File: config.mk
export PLATFORM = sky130hd
export DESIGN_NAME = bcd_field_counter
export DESIGN_NICKNAME = d
export VERILOG_FILES = /design/src/rtl/clock_pkg.sv /design/src/rtl/bcd_step.sv /design/src/rtl/bcd_field_counter.sv
export SDC_FILE = /design/constraint.sdc
export NUM_CORES = 1
export LEC_CHECK = 0
export ABC_AREA = 1
export BUFFER_PORTS_ARGS = -buffer_cell sky130_fd_sc_hd__buf_2
export CAP_MARGIN = 20
export CORE_ASPECT_RATIO = 0.75
export CORE_UTILIZATION = 55
export DETAILED_ROUTE_END_ITERATION = 16
export PLACE_DENSITY_LB_ADDON = 0.3
export SLEW_MARGIN = 30
export SYNTH_ARGS = -nofsm -noshare
export SYNTH_HDL_FRONTEND = slang
export SYNTH_HIERARCHICAL = 1
export SYNTH_SLANG_ARGS = --single-unit
File: constraint.sdc
create_clock -name clk1 -period 3.8 [get_ports clk1]
set_clock_uncertainty 0.1 [all_clocks]
set_input_delay 0.38 -clock clk1 [delete_from_list [all_inputs] [get_ports clk1]]
set_output_delay 0.38 -clock clk1 [all_outputs]
set_load 0.03 [all_outputs]
File: src/rtl/clock_pkg.sv
// Shared types and constants for the BCD time-field counters.
package clock_pkg;

    typedef logic [7:0] bcd8_t;

    typedef enum logic {
        StRun  = 1'b0,
        StEdit = 1'b1
    } field_state_e;

    localparam bcd8_t BLANK_CODE_DEFAULT = 8'hBB;

    // Binary (0..99) to packed two-digit BCD.
    function automatic bcd8_t to_bcd(input int unsigned n);
        return {4'((n / 10) % 10), 4'(n % 10)};
    endfunction

endpackage

File: src/rtl/bcd_step.sv
// Combinational two-digit BCD +1/-1 with wrap at 0 and MODULUS-1.
module bcd_step
    import clock_pkg::*;
#(
    parameter int unsigned MODULUS = 24
) (
    input  logic [7:0] i_value,
    input  logic       i_up,
    output logic [7:0] o_value,
    output logic       o_wrap
);

    localparam bcd8_t LAST = to_bcd(MODULUS - 1);

    always_comb begin
        o_value = i_value;
        o_wrap  = 1'b0;
        if (i_up) begin
            if (i_value == LAST) begin
                o_value = 8'h00;
                o_wrap  = 1'b1;
            end else if (i_value[3:0] == 4'd9) begin
                o_value = {i_value[7:4] + 4'd1, 4'd0};
            end else begin
                o_value = {i_value[7:4], i_value[3:0] + 4'd1};
            end
        end else begin
            if (i_value == 8'h00) begin
                o_value = LAST;
                o_wrap  = 1'b1;
            end else if (i_value[3:0] == 4'd0) begin
                o_value = {i_value[7:4] - 4'd1, 4'd9};
            end else begin
                o_value = {i_value[7:4], i_value[3:0] - 4'd1};
            end
        end
    end

endmodule

File: src/rtl/bcd_field_counter.sv
// One BCD field of a clock (e.g. hours/minutes) with run/edit modes.
// Blink-on-edit display is compiled in when BCD_FIELD_BLINK_EN is defined.
module bcd_field_counter
    import clock_pkg::*;
#(
    parameter int unsigned MODULUS    = 24,
    parameter logic [7:0]  BLANK_CODE = BLANK_CODE_DEFAULT
) (
    input  logic       clk1,
    input  logic       rst,
    input  logic       ci,
    input  logic       set_mode,
    input  logic       sel,
    input  logic       inc,
    input  logic       dec,
    input  logic       blink_tick,
    output logic [7:0] value,
    output logic [7:0] disp,
    output logic       co
);

    field_state_e r_state;
    field_state_e w_state_next;
    logic [7:0]   r_value;
    logic [7:0]   w_value_next;
    logic [7:0]   w_step_value;
    logic         w_step_wrap;
    logic         w_step_up;
    logic         w_run_tick;
    logic         w_edit_sel;
    logic         w_edit_step;

    assign w_run_tick  = (r_state == StRun) && ci;
    assign w_edit_sel  = (r_state == StEdit) && sel;
    assign w_edit_step = w_edit_sel && (inc ^ dec);
    // Run path always counts up; edit path direction follows the pulse.
    assign w_step_up   = (r_state == StRun) ? 1'b1 : inc;

    bcd_step #(
        .MODULUS (MODULUS)
    ) u_step (
        .i_value (r_value),
        .i_up    (w_step_up),
        .o_value (w_step_value),
        .o_wrap  (w_step_wrap)
    );

    always_comb begin
        w_state_next = set_mode ? StEdit : StRun;
        w_value_next = r_value;
        if (w_run_tick || w_edit_step) begin
            w_value_next = w_step_value;
        end
    end

    always_ff @(posedge clk1) begin
        if (rst) begin
            r_state <= StRun;
            r_value <= 8'h00;
        end else begin
            r_state <= w_state_next;
            r_value <= w_value_next;
        end
    end

    assign value = r_value;
    assign co    = w_run_tick && w_step_wrap;

`ifdef BCD_FIELD_BLINK_EN
    logic r_phase;
    logic w_phase_next;

    always_comb begin
        w_phase_next = r_phase;
        // Leaving edit, deselecting or editing forces the value visible.
        if (!w_edit_sel || !set_mode || w_edit_step) begin
            w_phase_next = 1'b0;
        end else if (blink_tick) begin
            w_phase_next = ~r_phase;
        end
    end

    always_ff @(posedge clk1) begin
        if (rst) begin
            r_phase <= 1'b0;
        end else begin
            r_phase <= w_phase_next;
        end
    end

    assign disp = (w_edit_sel && r_phase) ? BLANK_CODE : r_value;
`else
    logic w_unused_blink;
    assign w_unused_blink = blink_tick;
    assign disp           = r_value;
`endif

endmodule

Yosys cells after proc, flatten, opt, wreduce, memory -nomap -nowiden:

Index checks and enable logic that the tools add are counted.
W data, S select, Z words.

* add/sub/neg operators: 4
* eq/ne operators: 3
* multiplexer cells: 10
* bitwise gates (word level): 2
* reduce and logical (&&, ||, !) cells: 9

Operator list (number)
* $mux W8: 5
* $add A4 B1 Y4 const B: 2
* $eq A8 B6 Y1 const B: 1
* $logic_not A8 Y1: 1
* $sub A4 B1 Y4 const B: 2
* $mux W1: 5
* $eq A4 B4 Y1 const B: 1
* $logic_and A1 B1 Y1: 4
* $logic_not A4 Y1: 1
* $ne A3 B3 Y1 const B: 1
* $reduce_and A3 Y1: 1
* $reduce_bool A3 Y1: 1
* $logic_or A1 B1 Y1: 1
* $not A1 Y1: 1
* $xor A1 B1 Y1: 1

* flip-flop bits (word level): 9
* input bits: 8
* output and inout bits: 17
* logic and storage cells: 31

Longest topological paths before layout:

Gate-level depths: netlist of run 1.

* depth in word-level cells: 4
* depth in mapped cells: 10
* gate-level depth less buffers: 10

By module:

Netlist of run 1, hierarchy kept.

By module, submodules not included
* bcd_field_counter: instances 1, cells each 74, area an instance 524.3 µm², sequential area each 180.2 µm²
* bcd_step: instances 1, cells each 87, area an instance 480.5 µm², sequential area each 0.0 µm²

Worst setup path before layout of run 1:

No wires, ideal clock.

* path kind: register to output
* start point: register r_value[0], in the netlist disp[0]
* end point: output port co
* data arrival time: 1665 ps
* required time: 3320 ps
* slack: 1655 ps
* cell stages (with the launch flop): 9
* cells stage by stage: dfxtp_1 inv_1 ha_1 nand2_1 nor2_1 nor2_2 nor2_1 inv_1 nor2_1

* cells in the longest elaborated chain, start to end: 4
* elaborated cells between the ends (all ways): 6

RTL lines
* start: declaration: line bcd_field_counter.sv:24 `logic [7:0] r_value;`
* start signal: assignment: line bcd_field_counter.sv:62 `r_value <= w_value_next;`
* $eq A8 B6 Y1 / $logic_not A8 Y1 (equally long branches): line bcd_step.sv:19, bcd_step.sv:28
* $mux W1, on equally long branches: line bcd_step.sv:19, bcd_step.sv:28
* $mux W1 (*): line bcd_step.sv:18 `if (i_up) begin`
* named net w_step_wrap: line bcd_field_counter.sv:27 `logic w_step_wrap;`
* $logic_and A1 B1 Y1 (*): line bcd_field_counter.sv:67 `assign co = w_run_tick && w_step_wrap;`
* end: declaration: line bcd_field_counter.sv:19 `output logic co`

Mark *: on every way through the listed nets, which the timed path passes. The rest lies on a longest branch.

Worst setup path after layout of run 1:

Same ends and word-level chain as after synthesis.

==> results.sh, run 1 <==
export IMPL_netlist_area_leader_share=0.179
export IMPL_dp_hpwl_um=1790
export IMPL_ioPinCount=25
export IMPL_first_pass_iters=4
export IMPL_grt_first_pass_wirelength_um=3770
export IMPL_cts_hold_buf=0
export IMPL_core_area_um2=1590
export IMPL_num_rows=12
export IMPL_crit_chain="inv_1, ha_1, nand2_1, nor2_1, nor2_2, nor2_1, inv_1, nor2_1, buf_2"
export IMPL_slowest_stage="dfxtp_1"
export IMPL_ir_drop_v=0.000256
export IMPL_critical_path_arrival_ps=1850
export IMPL_place_port_buffers=23
export IMPL_netlist_area_um2=1000
export IMPL_async_reset_ff_frac=0
export IMPL_fmaxAchievable_ghz=0.429
export IMPL_total_power_mw=0.367
export IMPL_yosys_area_top_type="dfxtp_1"
export IMPL_syn_area_per_cell_um2=6.24
export IMPL_fill_cells=148
export IMPL_routed_wl_um=2370
export IMPL_hold_path_class="in -> reg"
export IMPL_criticalPathCategory="reg -> out"
export IMPL_clk_latency_ps=250
export IMPL_clkSlewWorstSetupHoldPaths_ps=60
export IMPL_rsz0062_at_grt="false"
export IMPL_drive_above_1_share=0.242
export IMPL_num_nets_final=193
export IMPL_cp_common_cell="nor2_1"
export IMPL_place_congestion=0.908
export IMPL_grt_pass1_vias=877
export IMPL_crit_family="simple AND/OR/NAND/NOR gates"
export IMPL_yosysWarningCount=6
export IMPL_htreeDepth=1
export IMPL_grt_ovfl_total=0
export IMPL_cts_setup_buffers=0
export IMPL_syn_inst=161
export IMPL_crit_buf_inv=3
export IMPL_grt_usage=0.258
export IMPL_die_y_um=39.0
export IMPL_worstPathMaxFanout=8
export IMPL_slew_headroom=0.769
export IMPL_endpoint_kind="primary output"
export IMPL_cts_buffer_depth=2
export IMPL_post_route_min_period_ps=2330
export IMPL_cts_sinks=9
export IMPL_drv_cap=0
export IMPL_finalHoldViolations=0
export IMPL_cts_resized=0
export IMPL_vias=1043
export IMPL_cts_tree="done"
export IMPL_synth_edf_count=0
export IMPL_die_w_um=51.4
export IMPL_max_stage_delay_ps=380
export IMPL_die_area_um2=2000
export IMPL_worst_slack_ps=1470
export IMPL_antenna_found_initial=0
export IMPL_start_kind="flip-flop"
export IMPL_p_per_area_nw_per_um2=337
export IMPL_multi_input_area_um2=632
export IMPL_synth_net_count=175
export IMPL_avgRoutedWirePerCell_um=11.9
export IMPL_initial_core_util=0.631
export IMPL_final_antenna_net_count=0
export IMPL_cts_buffers=3
export IMPL_synth_cell_types=23
export IMPL_ff_latch_area_um2=180
export IMPL_p_leak_nw=0.605
export IMPL_synth_seq_area_share=0.179
export IMPL_status="finished, final reports clean"
export IMPL_fin_setup_tns_ps=0
export IMPL_syn_to_final_growth_pct=8.47
export IMPL_cp_required_ps=3320
export IMPL_place_ws_ps=1770
export IMPL_first_iter_violations=33
export IMPL_ys_ff_latch=9
export IMPL_ys_flop_type="dfxtp_1"
export IMPL_diodes=0
export IMPL_tightest_slew_ps=346
export IMPL_post_route_util=0.685
export IMPL_setup_viol=0
export IMPL_routed_via_density=5.24
export IMPL_synth_area_leaders="dfxtp_1 (18%), nand2_1 (13%), nand3_1 (9.0%)"
export IMPL_final_max_slew_viol_count=0
export IMPL_grt_max_degree=18
export IMPL_post_route_period_util=0.613
export IMPL_drc=0
export IMPL_whs_ps=194
export IMPL_root_buffer="clkbuf_4"
-- power breakdown --
group | switching [mW] | total [mW] | internal (mW)
Sequential | 0.0185 | 0.122 | 0.103
Combinational | 0.119 | 0.174 | 0.0548
Clock | 0.0312 | 0.0715 | 0.0403
Total | 0.169 | 0.367 | 0.198
-- placed cells by master (no fill, tap or decap), types with 2 or more instances in the layout --
master	instances
o21ai_0	4
nand3_1	18
xor2_1	2
nor2_1	17
o211ai_1	2
nand3_2	2
inv_1	22
nand3_4	2
inv_2	6
ha_1	6
nand2_1	36
o21ai_1	6
buf_2	23
dfxtp_1	9
nand2_4	3
a21oi_1	10
clkbuf_4	3
-- cells in the mapped netlist, types with 3 or more instances --
library cell  instances
nand3_1              18
ha_1                  6
nand2_4               3
inv_2                 6
nand2_1              36
o21ai_1               6
dfxtp_1               9
a21oi_1              10
o21ai_0               4
buf_4                 8
nor2_1               17
inv_1                22
-- final timing paths --
kind                              start       to  slack (ps)  cells after the start
worst max-delay path            disp[0]       co        1470                      9
worst min-delay path                rst  r_state         190                      2
worst max register to register  disp[4]  disp[6]        2050                      9
worst min register to register  disp[1]  disp[1]         530                      4
-- registers in the layout, indices dropped and copies added, names as in the netlist --
name     flops
disp         8
r_state      1
-- metrics by stage --
stage	area, um2	instances
floorplan	1000	161
global placement	1060	195
detailed placement	1060	195
CTS	1090	199
global route	1090	199
finish	1090	199
-- per-layer routing --
layer,vias to the layer above,GRT usage,wire length (um)
li1,538,-,-
met4,0,0.108,26
met3,5,0.0196,104
met2,30,0.424,1070
met1,470,0.350,1170
met5,-,0,0
-- final cells by class --
class | instances | share of cell area
clock buffers | 4 | 0.0241
inverters | 29 | 0.101
multi-input cells | 113 | 0.580
flip-flops and latches | 9 | 0.165
well taps | 21 | 0.0241
repair buffers | 23 | 0.106
-- cells by family after synthesis --
| family | Yosys count | synth area share |
|---|---|---|
| XOR/XNOR | 2 | 0.0174 |
| AND/OR/NAND/NOR | 83 | 0.422 |
| buffers and inverters | 39 | 0.192 |
| AO/OA/AOI/OAI | 22 | 0.115 |
| flip-flops | 9 | 0.179 |
| adder cells (fa/ha/maj) | 6 | 0.0747 |
(Power assumes the default switching activity.)
==> run 2: changes to the inputs <==
--- a/config.mk
+++ b/config.mk
@@ -9,7 +9,7 @@
 export BUFFER_PORTS_ARGS = -buffer_cell sky130_fd_sc_hd__buf_2
 export CAP_MARGIN = 20
 export CORE_ASPECT_RATIO = 0.75
-export CORE_UTILIZATION = 55
+export CORE_UTILIZATION = 52
 export DETAILED_ROUTE_END_ITERATION = 16
 export PLACE_DENSITY_LB_ADDON = 0.3
 export SLEW_MARGIN = 30
==> constraint.sdc (replaced) <==
create_clock -name clk1 -period 2.3 [get_ports clk1]
set_clock_uncertainty 0.1 [all_clocks]
set_input_delay 0.23 -clock clk1 [delete_from_list [all_inputs] [get_ports clk1]]
set_output_delay 0.23 -clock clk1 [all_outputs]
set_load 0.03 [all_outputs]
==> run 2 against run 1 <==
Compared with the run above: cell count grew 1.0%; highest routed layer unchanged; power is 65% higher; sequential share of layout area shrank 0.13 points; register-to-register slack got worse by 1500 ps; critical path depth unchanged; routed wire length shrank 4.3%; die area grew 5.5%; setup slack got worse by 1400 ps; clock-buffer cell count stayed put; combinational power rose by 67%; final area grew 0.80%.
==> results.sh, run 2 (synthesized netlist as in run 1, its figures left out) <==
export IMPL_status="finished, final reports clean"
export IMPL_cts_buffers=3
export IMPL_num_rows=13
export IMPL_grt_pass1_vias=787
export IMPL_first_pass_iters=4
export IMPL_htreeDepth=1
export IMPL_drive_above_1_share=0.246
export IMPL_total_power_mw=0.606
export IMPL_tightest_slew_ps=312
export IMPL_setup_viol=0
export IMPL_rsz0062_at_grt="false"
export IMPL_crit_chain="inv_1, ha_1, nand2_1, nor2_1, nor2_2, nor2_1, inv_1, nor2_1, buf_2"
export IMPL_max_stage_delay_ps=380
export IMPL_place_port_buffers=23
export IMPL_cts_setup_buffers=0
export IMPL_drc=0
export IMPL_grt_max_degree=18
export IMPL_antenna_found_initial=0
export IMPL_start_kind="flip-flop"
export IMPL_final_antenna_net_count=0
export IMPL_endpoint_kind="primary output"
export IMPL_place_congestion=0.828
export IMPL_drv_cap=0
export IMPL_syn_to_final_growth_pct=9.34
export IMPL_fill_cells=171
export IMPL_hold_path_class="in -> reg"
export IMPL_ir_drop_v=0.000448
export IMPL_criticalPathCategory="reg -> out"
export IMPL_cts_sinks=9
export IMPL_cts_buffer_depth=2
export IMPL_cts_resized=0
export IMPL_first_iter_violations=29
export IMPL_largest_reg_flops=8
export IMPL_die_y_um=40.1
export IMPL_routed_via_density=5.13
export IMPL_final_max_slew_viol_count=0
export IMPL_ioPinCount=25
export IMPL_num_nets_final=194
export IMPL_grt_usage=0.231
export IMPL_routed_wl_um=2270
export IMPL_finalHoldViolations=0
export IMPL_post_route_util=0.620
export IMPL_cts_hold_buf=0
export IMPL_cp_common_cell="nor2_1"
export IMPL_grt_ovfl_total=0
export IMPL_avgRoutedWirePerCell_um=11.3
export IMPL_clkSlewWorstSetupHoldPaths_ps=60
export IMPL_core_area_um2=1770
export IMPL_dp_hpwl_um=1760
export IMPL_p_leak_nw=0.611
export IMPL_initial_core_util=0.567
export IMPL_fin_area_um2=1100
export IMPL_die_w_um=52.8
export IMPL_post_route_period_util=0.951
export IMPL_slew_headroom=0.791
export IMPL_layout_commonest_cell="nand2_1"
export IMPL_worstPathMaxFanout=8
export IMPL_cts_tree="done"
export IMPL_root_buffer="clkbuf_4"
export IMPL_critical_path_arrival_ps=1860
export IMPL_fmaxAchievable_ghz=0.457
export IMPL_diodes=0
export IMPL_vias=1031
export IMPL_post_route_min_period_ps=2190
export IMPL_final_cell_mix="nand2_1 (36), buf_2 (23), inv_1 (22)"
export IMPL_fin_setup_tns_ps=0
export IMPL_slowest_stage="dfxtp_1"
export IMPL_clk_latency_ps=250
export IMPL_p_per_area_nw_per_um2=552
export IMPL_cp_required_ps=1970
export IMPL_grt_first_pass_wirelength_um=3480
export IMPL_die_area_um2=2110
export IMPL_dpl_cell_area_um2=1070
run 2: cell count changes in the layout (fill, tap and decap cells not counted), sizes merged:
cell / change
buf: +1
run 2: where the power goes:
| part | internal (mW) | switching (mW) |
|---|---|---|
| registers | 0.170 | 0.0258 |
| logic | 0.0928 | 0.198 |
| clock network | 0.0667 | 0.0530 |
run 2: final cells by class:
class / instances / area [um2] / share of cell area
well taps: 22 / 27.5 / 0.0251
flip-flops and latches: 9 / 180 / 0.164
repair buffers: 24 / 123 / 0.112
inverters: 29 / 110 / 0.100
multi-input cells: 113 / 632 / 0.575
clock buffers: 4 / 26.3 / 0.0239
run 2: final timing paths:
path,end,slack (ps),from,depth (start not counted)
setup / recovery,co,110,disp[0],9
hold / removal,r_state,40,rst,2
setup reg to reg,disp[6],570,disp[0],9
hold reg to reg,disp[1],530,disp[1],4
run 2: layer usage:
metal,global-route usage,part of all wire,vias up
li1,-,-,539
met1,0.325,0.47,457
met2,0.373,0.48,33
met3,0.0114,0.044,2
met4,0.0921,0.0053,0
met5,0,0,-
run 2: critical path: cells and delay by family (launching register included):
| kind | cells | cell delay, ps |
|---|---|---|
| buf+inv | 3 | 400 |
| flops | 1 | 380 |
| fa+ha+maj | 1 | 270 |
| simple gates | 5 | 560 |
run 2: per-stage QoR:
stage | std cells | hold WS (ps) | setup slack [ps]
4_1_cts | 201 | 35.7 | 118
2_1_floorplan | 161 | 201 | 305
5_1_grt | 201 | 35.2 | 13.2
3_5_place_dp | 197 | 306 | 404
6_report | 201 | 38.6 | 112
3_3_place_gp | 197 | 298 | 478
==> run 3: changes to the inputs <==
--- a/config.mk
+++ b/config.mk
@@ -11,6 +11,7 @@
 export CORE_ASPECT_RATIO = 0.75
 export CORE_UTILIZATION = 52
 export DETAILED_ROUTE_END_ITERATION = 16
+export HOLD_SLACK_MARGIN = 0.05
 export PLACE_DENSITY_LB_ADDON = 0.3
 export SLEW_MARGIN = 30
 export SYNTH_ARGS = -nofsm -noshare
==> run 3 against run 2 <==
Compared with the run above: sequential cell count stayed put; combinational power hardly changed; clock-buffer cell count is the same; clock power about the same; non-clock buffer count is 1 higher; critical path type unchanged; largest cell class unchanged.
==> results.sh, run 3 (synthesized netlist as in run 1, its figures left out) <==
export IMPL_worst_slack_ps=109
export IMPL_diodes=0
export IMPL_criticalPathCategory="reg -> out"
export IMPL_vias=1040
export IMPL_fin_cells=202
export IMPL_grt_first_pass_wirelength_um=3480
export IMPL_cts_buffers=3
export IMPL_fmaxAchievable_ghz=0.456
export IMPL_cts_setup_buffers=0
export IMPL_use_met3=0.0114
export IMPL_r2r_start="disp[0]"
export IMPL_dp_hpwl_um=1760
export IMPL_die_y_um=40.1
export IMPL_first_pass_iters=4
export IMPL_status="finished, final reports clean"
export IMPL_clkPwrFrac=0.197
export IMPL_post_route_period_util=0.953
export IMPL_p_leak_nw=0.615
export IMPL_grt_pass1_vias=787
export IMPL_initial_core_util=0.567
export IMPL_grt_max_degree=18
export IMPL_tightest_slew_ps=312
export IMPL_drv_cap=0
export IMPL_total_power_mw=0.608
export IMPL_routed_via_density=5.15
export IMPL_cts_resized=0
export IMPL_hold_path_class="in -> reg"
export IMPL_clk_latency_ps=250
export IMPL_layout_commonest_cell="nand2_1"
export IMPL_syn_to_final_growth_pct=10.3
export IMPL_p_comb_frac=0.480
export IMPL_drive_above_1_share=0.244
export IMPL_grt_util_met2=0.373
export IMPL_rsz0062_at_grt="false"
export IMPL_cts_tree="done"
export IMPL_min_from="set_mode"
export IMPL_post_route_util=0.625
export IMPL_place_port_buffers=23
export IMPL_grt_usage=0.231
export IMPL_min_to="r_state"
export IMPL_die_area_um2=2110
export IMPL_first_iter_violations=30
export IMPL_place_ws_ps=404
export IMPL_grt_ovfl_total=0
export IMPL_whs_ps=74.6
export IMPL_fill_cells=170
export IMPL_fin_setup_tns_ps=0
export IMPL_rr_worst_depth=9
export IMPL_routed_wl_um=2270
export IMPL_worstHoldPathCells=3
export IMPL_cp_startpoint="disp[0]"
export IMPL_regToRegEndpoint="disp[6]"
export IMPL_num_nets_final=195
export IMPL_p_per_area_nw_per_um2=548
export IMPL_core_area_um2=1770
export IMPL_post_route_min_period_ps=2190
export IMPL_critical_path_arrival_ps=1860
export IMPL_largest_reg_flops=8
export IMPL_die_w_um=52.8
export IMPL_p_sw_frac=0.455
export IMPL_setup_viol=0
export IMPL_num_rows=13
export IMPL_root_buffer="clkbuf_4"
export IMPL_cts_buffer_depth=2
export IMPL_fin_area_um2=1110
export IMPL_final_max_slew_viol_count=0
export IMPL_avgRoutedWirePerCell_um=11.3
export IMPL_worstPathMaxFanout=8
export IMPL_cts_sinks=9
export IMPL_final_antenna_net_count=0
export IMPL_dpl_cell_area_um2=1070
export IMPL_power_switching_mw=0.277
export IMPL_place_congestion=0.828
export IMPL_finalHoldViolations=0
export IMPL_r2r_setup_slack_ps=570
export IMPL_ir_drop_v=0.000445
export IMPL_drc=0
export IMPL_antenna_found_initial=0
export IMPL_top_usage_layer="met2"
export IMPL_slew_headroom=0.791
export IMPL_endpoint_kind="primary output"
export IMPL_final_cell_mix="nand2_1 (36), buf_2 (23), inv_1 (22)"
export IMPL_htreeDepth=1
export IMPL_cp_required_ps=1970
export IMPL_met1_usage=0.325
export IMPL_p_seq_frac=0.323
export IMPL_place_inst=197
export IMPL_clkSlewWorstSetupHoldPaths_ps=60
export IMPL_start_kind="flip-flop"
export IMPL_ioPinCount=25
export IMPL_p_int_mw=0.331
==> run 3: changes by cell type in the layout (fill, tap and decap cells not counted), sizes merged <==
| cell | delta |
|---|---|
| dlygate4sd3 | +1 |
==> run 3: layer usage <==
layer	up-vias	routed length, um	share of wire
met5	-	0	0
met4	0	26	0.011
met1	464	1050	0.46
met3	4	105	0.046
met2	31	1090	0.48
li1	541	-	-
==> run 3: cell type report <==
| type | count | area [um2] | area share |
|---|---|---|---|
| repair buffers | 25 | 133 | 0.120 |
| well taps | 22 | 27.5 | 0.0248 |
| flip-flops and latches | 9 | 180 | 0.163 |
| clock buffers | 4 | 26.3 | 0.0237 |
| inverters | 29 | 110 | 0.0993 |
| multi-input cells | 113 | 632 | 0.570 |
==> run 3: timing repair <==
| item | in CTS | in global routing |
|---|---|---|
| endpoints found under the hold margin | 1 | 0 |
| endpoints found under the setup margin | 0 | 0 |
| hold buffers | 1 | 0 |
==> run 3: worst max-delay path by stage <==
stage	end	slack, ps	cells past startpoint
6_report	co	110	9
2_1_floorplan	co	310	8
5_1_grt	co	10	9
4_1_cts	co	120	9
3_5_place_dp	co	400	9
3_3_place_gp	co	480	9
==> run 3: power by group through the flow <==
stage | clock network (mW) | logic, mW | registers, mW
after floorplan | 0 | 0.214 | 0.223
after global placement | 0 | 0.278 | 0.198
after detailed placement | 0 | 0.287 | 0.200
after CTS | 0.123 | 0.290 | 0.196
after global routing | 0.128 | 0.321 | 0.200
final | 0.120 | 0.292 | 0.196
==> run 3: worst max-delay path, cell delays in order, from the launching register on <==
cell,delay [ps]
dfxtp_1,380
inv_1,150
ha_1,270
nand2_1,120
nor2_1,170
nor2_2,70
nor2_1,110
inv_1,40
nor2_1,90
buf_2,210
